**config.mk**
```make
export PLATFORM = sky130hd
export DESIGN_NAME = bounce_gen
export DESIGN_NICKNAME = d
export VERILOG_FILES = /design/src/rtl/bounce_gen_pkg.sv /design/src/rtl/bounce_gen_lfsr16.sv /design/src/rtl/bounce_gen.sv
export SDC_FILE = /design/constraint.sdc
export NUM_CORES = 1
export LEC_CHECK = 0
export CORE_MARGIN = 5
export CORE_UTILIZATION = 45
export DETAILED_ROUTE_END_ITERATION = 12
export PLACE_DENSITY = 0.58
export SLEW_MARGIN = 20
export SYNTH_ARGS = -nofsm -noshare
export SYNTH_HDL_FRONTEND = slang
export SYNTH_SLANG_ARGS = --single-unit
export TNS_END_PERCENT = 30
```
**constraint.sdc**
```tcl
create_clock -name clk -period 2.6 [get_ports clk]
set_input_delay 0.26 -clock clk [delete_from_list [all_inputs] [get_ports clk]]
set_output_delay 0.26 -clock clk [all_outputs]
set_load 0.01 [all_outputs]
```
**src/rtl/bounce_gen_pkg.sv**
```systemverilog
// Shared definitions for the contact-bounce emulator: FSM encoding and
// LFSR constants used by bounce_gen and its lfsr16 sub-block.
package bounce_gen_pkg;

  typedef enum logic [1:0] {
    ST_IDLE   = 2'd0,
    ST_BOUNCE = 2'd1,
    ST_HOLD   = 2'd2
  } state_e;

  localparam int unsigned LFSR_W       = 16;
  localparam logic [LFSR_W-1:0] LFSR_TAPS    = 16'hB400;
  localparam logic [LFSR_W-1:0] DEFAULT_SEED = 16'hACE1;

  // Right-shifting Galois step; a nonzero state never maps to zero.
  function automatic logic [LFSR_W-1:0] lfsr_next(input logic [LFSR_W-1:0] cur);
    lfsr_next = {1'b0, cur[LFSR_W-1:1]} ^ (cur[0] ? LFSR_TAPS : '0);
  endfunction

endpackage

```
**src/rtl/bounce_gen_lfsr16.sv**
```systemverilog
// 16-bit Galois LFSR, free-running every cycle, loaded with seed on reset.
module lfsr16
  import bounce_gen_pkg::*;
(
  input  logic              clk,
  input  logic              rst,
  input  logic [LFSR_W-1:0] seed,
  output logic [LFSR_W-1:0] q
);

  logic [LFSR_W-1:0] state_q;

  always_ff @(posedge clk) begin
    if (rst) begin
      state_q <= seed;
    end else begin
      state_q <= lfsr_next(state_q);
    end
  end

  assign q = state_q;

endmodule

```
**src/rtl/bounce_gen.sv**
```systemverilog
// Emulates a bouncing mechanical contact: on a level request, toggles the
// output NUM_BOUNCES extra times at pseudo-random gaps, then holds stable.
module bounce_gen
  import bounce_gen_pkg::*;
#(
  parameter int unsigned       NUM_BOUNCES = 6,
  parameter int unsigned       GAP_MIN     = 1000,
  parameter int unsigned       GAP_BITS    = 10,
  parameter int unsigned       HOLD_CYCLES = 1100000,
  parameter logic [LFSR_W-1:0] SEED        = DEFAULT_SEED
)(
  input  logic clk,
  input  logic rst,
  input  logic cmd_level,
  output logic bouncy,
  output logic busy,
  output logic done
);

  localparam int unsigned GAP_W  = 21;
  localparam int unsigned TOG_W  = 8;
  localparam int unsigned HOLD_W = 21;
  localparam logic [LFSR_W-1:0] GAP_MASK = LFSR_W'((32'd1 << GAP_BITS) - 32'd1);

  if (NUM_BOUNCES > 254 || (NUM_BOUNCES % 2) != 0) begin : g_chk_nb
    $error("bounce_gen: NUM_BOUNCES must be even and <= 254");
  end
  if (GAP_MIN < 1 || GAP_MIN > 32'h000F_FFFF) begin : g_chk_gmin
    $error("bounce_gen: GAP_MIN must be in 1..2^20-1");
  end
  if (GAP_BITS > 12) begin : g_chk_gbits
    $error("bounce_gen: GAP_BITS must be in 0..12");
  end
  if (HOLD_CYCLES < 1 || HOLD_CYCLES > 32'h001F_FFFF) begin : g_chk_hold
    $error("bounce_gen: HOLD_CYCLES must be in 1..2^21-1");
  end
  if (SEED == '0) begin : g_chk_seed
    $error("bounce_gen: SEED must be nonzero");
  end

  logic [LFSR_W-1:0] lfsr_q;
  logic [GAP_W-1:0]  gap_load;

  state_e            state_q;
  logic              level_q;
  logic              bouncy_q;
  logic              busy_q;
  logic              done_q;
  logic [GAP_W-1:0]  gap_cnt_q;
  logic [TOG_W-1:0]  toggles_left_q;
  logic [HOLD_W-1:0] hold_cnt_q;

  lfsr16 u_lfsr (
    .clk  (clk),
    .rst  (rst),
    .seed (SEED),
    .q    (lfsr_q)
  );

  // Masking instead of slicing keeps GAP_BITS == 0 legal (deterministic gaps).
  assign gap_load = GAP_W'(GAP_MIN) + GAP_W'(lfsr_q & GAP_MASK);

  always_ff @(posedge clk) begin
    if (rst) begin
      state_q        <= ST_IDLE;
      level_q        <= 1'b0;
      bouncy_q       <= 1'b0;
      busy_q         <= 1'b0;
      done_q         <= 1'b0;
      gap_cnt_q      <= '0;
      toggles_left_q <= '0;
      hold_cnt_q     <= '0;
    end else begin
      done_q <= 1'b0;
      case (state_q)
        ST_IDLE: begin
          busy_q <= 1'b0;
          if (cmd_level != level_q) begin
            bouncy_q       <= ~level_q;
            gap_cnt_q      <= gap_load;
            toggles_left_q <= TOG_W'(NUM_BOUNCES);
            busy_q         <= 1'b1;
            state_q        <= ST_BOUNCE;
          end
        end
        ST_BOUNCE: begin
          if (gap_cnt_q != '0) begin
            gap_cnt_q <= gap_cnt_q - 1'b1;
          end else if (toggles_left_q != '0) begin
            bouncy_q       <= ~bouncy_q;
            toggles_left_q <= toggles_left_q - 1'b1;
            gap_cnt_q      <= gap_load;
          end else begin
            hold_cnt_q <= HOLD_W'(HOLD_CYCLES - 1);
            state_q    <= ST_HOLD;
          end
        end
        ST_HOLD: begin
          if (hold_cnt_q != '0) begin
            hold_cnt_q <= hold_cnt_q - 1'b1;
          end else begin
            level_q <= bouncy_q;
            busy_q  <= 1'b0;
            done_q  <= 1'b1;
            state_q <= ST_IDLE;
          end
        end
        default: state_q <= ST_IDLE;
      endcase
    end
  end

  assign bouncy = bouncy_q;
  assign busy   = busy_q;
  assign done   = done_q;

endmodule

```
# After elaboration in Yosys (flattened, before gate mapping)
# Index checks and enable logic that the tools add are counted.
op_classes:
  n_addsub: 4
  n_eq_ne: 10
  n_mux: 26
  bitwise_logic: 5
  reduce_logical: 14
ops:
  columns: ["cell", "count"]
  rows:
  - ["21-bit two-way mux", 6]
  - ["21-bit one-hot mux with 2 select lines", 2]
  - ["21-bit nonzero test", 2]
  - ["21-bit by 1-bit subtractor with 21-bit output (second input constant)", 2]
  - ["8-bit two-way mux", 3]
  - ["16-bit two-way mux", 1]
  - ["8-bit one-hot mux with 2 select lines", 1]
  - ["15-bit by 16-bit bitwise XOR with 16-bit output", 1]
  - ["2-bit != test (second input constant)", 6]
  - ["4-bit AND reduction", 3]
  - ["10-bit by 10-bit adder with 11-bit output (first input constant)", 1]
  - ["2-bit two-way mux", 4]
  - ["8-bit nonzero test", 1]
  - ["8-bit by 1-bit subtractor with 8-bit output (second input constant)", 1]
  - ["1-bit two-way mux", 6]
  - ["2-bit one-hot mux with 3 select lines", 1]
  - ["2-bit nonzero test", 3]
  - ["1-bit NOT", 4]
  - ["1-bit one-hot mux with 2 select lines", 2]
  - ["2-bit AND reduction", 2]
  - ["3-bit != test (second input constant)", 1]
  - ["3-bit AND reduction", 1]
  - ["2-bit by 1-bit == test with 1-bit output (second input constant)", 1]
  - ["2-bit == test (second input constant)", 1]
  - ["other kinds (3)", 3]
word_totals:
  register_bits: 72
  out_inout_bits: 3
  elab_cells: 68

# Longest topological paths before layout
depth:
  depth_word: 4
  ltp_mapped: 10

# Modules after synthesis
# A second synthesis with hierarchy kept.
unflattened:
  cells_unflattened: 401
  area_unflattened_um2: 3554.7
by_module_without_submodules:
  columns: ["module", "instances", "cells_each", "area_per_inst_um2", "seq_area_each_um2"]
  rows:
  - ["bounce_gen", 1, 361, 2994.1, 1121.1]
  - ["lfsr16", 1, 40, 560.5, 320.3]

# Worst setup path after synthesis
# Ideal clock, no wire load.
synth_timing:
  kind: "register to register"
  startpoint: "register toggles_left_q[2]"
  endpoint: "register gap_cnt_q[17]"
  setup_time_ns: 0.064
  arrival_ns: 1.916
  slack_ns: 0.620
  stages_incl_launch_ff: 9
  period_less_slack_ns: 1.980
  path_cell_list: "dfxtp_1 -> nor4_1 -> nand3_1 -> o31a_1 -> and2_1 -> buf_6 -> or2_1 -> buf_6 -> nor2_1"
synth_via:
  elab_chain_cells: 3
synth_lines:
  columns: ["element", "line_no", "text"]
  rows:
  - ["start: declaration", "bounce_gen.sv:50", "logic [TOG_W-1:0] toggles_left_q;"]
  - ["start signal: assignment", "bounce_gen.sv:81", "toggles_left_q <= TOG_W'(NUM_BOUNCES);"]
  - ["start signal: assignment", "bounce_gen.sv:91", "toggles_left_q <= toggles_left_q - 1'b1;"]
  - ["8-bit nonzero test", "bounce_gen.sv:89", "end else if (toggles_left_q != '0) begin"]
  - ["3-bit != test (no line)", null, null]
  - ["3-bit AND reduction (no line)", null, null]
  - ["end signal: assignment", "bounce_gen.sv:80", "gap_cnt_q <= gap_load;"]
  - ["end signal: assignment", "bounce_gen.sv:88", "gap_cnt_q <= gap_cnt_q - 1'b1;"]
  - ["end signal: assignment", "bounce_gen.sv:92", "gap_cnt_q <= gap_load;"]
  - ["end: declaration", "bounce_gen.sv:49", "logic [GAP_W-1:0] gap_cnt_q;"]
# Every way passes these cells.
# A chain may end at the register's enable or synchronous reset.

# Worst setup path after layout
layout_timing:
  startpoint: "register gap_cnt_q[8]"
  endpoint: "register gap_cnt_q[2]"
layout_via:
  elab_chain_cells: 3
layout_lines:
  columns: ["element", "line_no", "text"]
  rows:
  - ["21-bit nonzero test (*)", "bounce_gen.sv:87", "if (gap_cnt_q != '0) begin"]
  - ["3-bit != test (no line) / 21-bit two-way mux (equally long branches)", null, null]
  - ["3-bit AND reduction (no line) / 21-bit one-hot mux with 2 select lines (equally long branches)", null, null]
# Mark *: on every way between the ends. The rest lies on a longest branch, timed or not.

==> impl_metrics.yaml <==
place:
  place_congestion: 0.808
  dp_hpwl_mm: 5.03
  io_buffers: 5
worst_setup_path:
  end_kind: "flop"
  critPathKind: "flop to flop"
  worstPathRequired_ns: 2.83
  arrival_ns: 2.56
  cp_cell_sequence: "nor3_2 -> nand3_1 -> o31a_1 -> and2_1 -> buf_4 -> a221oi_1 -> nor2_1"
  max_stage_delay_ns: 0.40
  crit_fanout: 7
  cp-start-kind: "flop"
  reg2regPathDepth: 7
  slowest_stage: "o31a_1"
timing:
  whs_ns: 0.408
  tightest_slew_ns: 0.620
  maxSlewViolCount: 0
  tns_ns: 0
  setup_violations: 0
  hold_viol: 0
  clock_skew_ns: 0.0136
  slew_headroom_pct: 58.3
  rsz0062_at_grt: "no"
  fin_crit_sh_pct: 89.7
  max_freq_mhz: 429
  fin_crit_ns: 2.33
die:
  fp-row-count: 31
  io_pins: 6
  dieHeight_um: 97.1
  coreArea_mm2: 0.00733
  start_util_pct: 46.6
  die-area_mm2: 0.00943
  dieWidth_um: 97.1
drt:
  drt-wirelength-per-cell_um: 13.9
  route.vias.total: 2728
  wirelength_mm: 7.06
  postRouteAntennaNets: 0
  vias_per_cell: 5.37
  first_iter_violations: 83
  firstDrtPassIters: 4
  remaining_drc_errors: 0
cts:
  clockRootBuffer: "clkbuf_8"
  cts_buffer_depth: 2
  clk_pin_slew_worst_paths_ns: 0.07
  cts_hold_buf: 0
  cts_tree: "built"
  clk_latency_ns: 0.35
  cts_buffers: 9
  ctsHtreeMaxLevel: 3
  cts_sinks: 72
logic_synthesis:
  ys_warn_count: 0
  yosys.area.top_type: "dfxtp_1"
  synth_area_leaders: "dfxtp_1 (42%), xnor2_1 (6.2%), nor2_1 (6.0%)"
  ys_ff_latch: 72
  synth.distinct_cells: 51
  synth_nets: 402
  yosysSeqAreaShare_pct: 42.2
  synthesis.area_mm2: 0.00341
  synth_edf_count: 0
  syn_area_per_cell_um2: 8.71
  async_flop_share_pct: 0
  synth_ff_type: "dfxtp_1"
  netlist.area_leader.share_pct: 42.2
  syn_inst: 392
layout:
  layout-drive-gt1-share_pct: 10.3
  finalNetCount: 415
  diodes: 0
  area_growth_pct: 11.3
  multiInputGateArea_mm2: 0.00187
  nFillCells: 666
  seqCellArea_mm2: 0.00144
grt:
  antenna_found_initial: 0
  gr-total-overflow: 0
  grt_pass1_vias: 2647
  grt_max_degree: 30
  track_usage_pct: 15.6
  grt_pass1_wl_mm: 12.3
pwr:
  power.leakage_uw: 0.00143
  p_per_area_mw_per_mm2: 809
  clockPowerShare_pct: 28.0
  ir_drop_uv: 447
  p_sw_uw: 1030
  p_int_uw: 2040
  sw_frac_of_total_pct: 33.5
  combPwrFrac_pct: 28.9
  seq_power_share_pct: 43.1
hold_path:
  worst_hold_path.num_cells: 1
  hp-class: "flop to flop"
run:
  cap_violations: 0
run_status:
  status: "finished, final reports clean"
[power by group through the flow]
stage,registers [uW],logic [uW],clock network (uW)
after floorplan,1320,667,0
after global placement,1350,867,0
after global routing,1340,995,939
final,1320,886,860
after CTS,1320,882,892
after detailed placement,1350,876,0
[per-layer routing]
layer  track usage [%]  wire (um)
met1              20.1       3510
met2              23.7       3150
met3              4.81        255
met5                 0          0
met4              7.67        150
[cell usage after synthesis, drive strengths merged, types with 2 or more instances]
library cell and number:
o31ai 2, and2 6, a211oi 7, nor2b 10
nor3b 2, nor4 13, nand3 9, and4 3
or2 8, xnor2 24, and3 4, inv 9
nand4 10, a32o 4, nor3 20, nand4b 2
ha 7, o211ai 2, o21ai 15, dfxtp 72
clkbuf 10, nand2b 3, mux2i 2, or4 4
xor2 18, a21oi 23, nand2 27, buf 5
a221oi 2, nor2 56
[cell type report]
class / count / area share, %
Tap cell: 99 / 3.26
Multi-Input combinational cell: 296 / 49.3
Sequential cell: 72 / 38.0
Clock inverter: 4 / 1.19
Timing Repair Buffer: 17 / 3.69
Clock buffer: 11 / 3.72
Inverter: 9 / 0.890
[critical path: cells and delay by family (launching register included)]
kind	cells	cell delay, ns
buffers and inverters	1	0.19
DFF	1	0.36
and+or+nand+nor	4	0.98
AOI/OAI and AO/OA	2	0.70
[logic make-up (layout without fill, tap and decap cells)]
group                    Yosys count  in the layout  share of synthesized area [%]
adder cells (fa/ha/maj)            7              7                           2.57
AO/OA/AOI/OAI                     63             63                           11.8
multiplexers                       2              2                          0.587
buffers and inverters             24             41                           3.19
AND/OR/NAND/NOR                  182            182                           28.8
XOR/XNOR                          42             42                           10.8
flip-flops                        72             72                           42.2
[state kept, by name, indices dropped and copies added (netlist names)]
register	count
hold_cnt_q	21
u_lfsr.q	16
toggles_left_q	8
gap_cnt_q	21
state_q	2
busy	1
bouncy	1
level_q	1
done	1
[through the flow]
step                cells  instance area, um^2  util (%)  worst slack [ns]  total power, uW
global placement      493                 3600      49.1             0.253             2210
finish                508                 3800      51.8             0.269             3070
detailed placement    493                 3600      49.1             0.195             2230
global route          508                 3800      51.8             0.105             3280
floorplan             392                 3410         -             0.620             1990
CTS                   508                 3790      51.7             0.219             3100
[layout by cell type, fill, tap and decap left out, types with 4 or more instances in the layout]
cell type        instances
dfxtp_1                 72
nor2_1                  55
nand2_1                 27
xnor2_1                 24
a21oi_1                 23
nor3_1                  18
xor2_1                  18
o21ai_0                 14
buf_4                   12
nor2b_1                 10
nor4_1                  10
clkbuf_8                10
inv_1                    9
nand3_1                  9
nand4_1                  9
a211oi_1                 7
or2_2                    7
ha_1                     7
and2_1                   6
clkdlybuf4s50_1          5
and3_1                   4
or4_1                    4
a32o_1                   4
[worst paths after layout]
check / slack, ns / end / from
worst min register to register: 0.41 / u_lfsr.q[11]$_SDFF_PP1_ / u_lfsr.q[12]$_SDFF_PP0_
worst min-delay path: 0.41 / u_lfsr.q[11]$_SDFF_PP1_ / u_lfsr.q[12]$_SDFF_PP0_
worst max register to register: 0.27 / gap_cnt_q[2]$_SDFFE_PP0P_ / gap_cnt_q[8]$_SDFFE_PP0P_
worst max-delay path: 0.27 / gap_cnt_q[2]$_SDFFE_PP0P_ / gap_cnt_q[8]$_SDFFE_PP0P_
[repair_timing]
action | 4_1_cts | 5_1_grt
gates resized for setup | 0 | 1
setup buffers | 0 | 0
setup endpoints to repair | 0 | 3
Note: power is estimated with default switching activity, not from simulation.
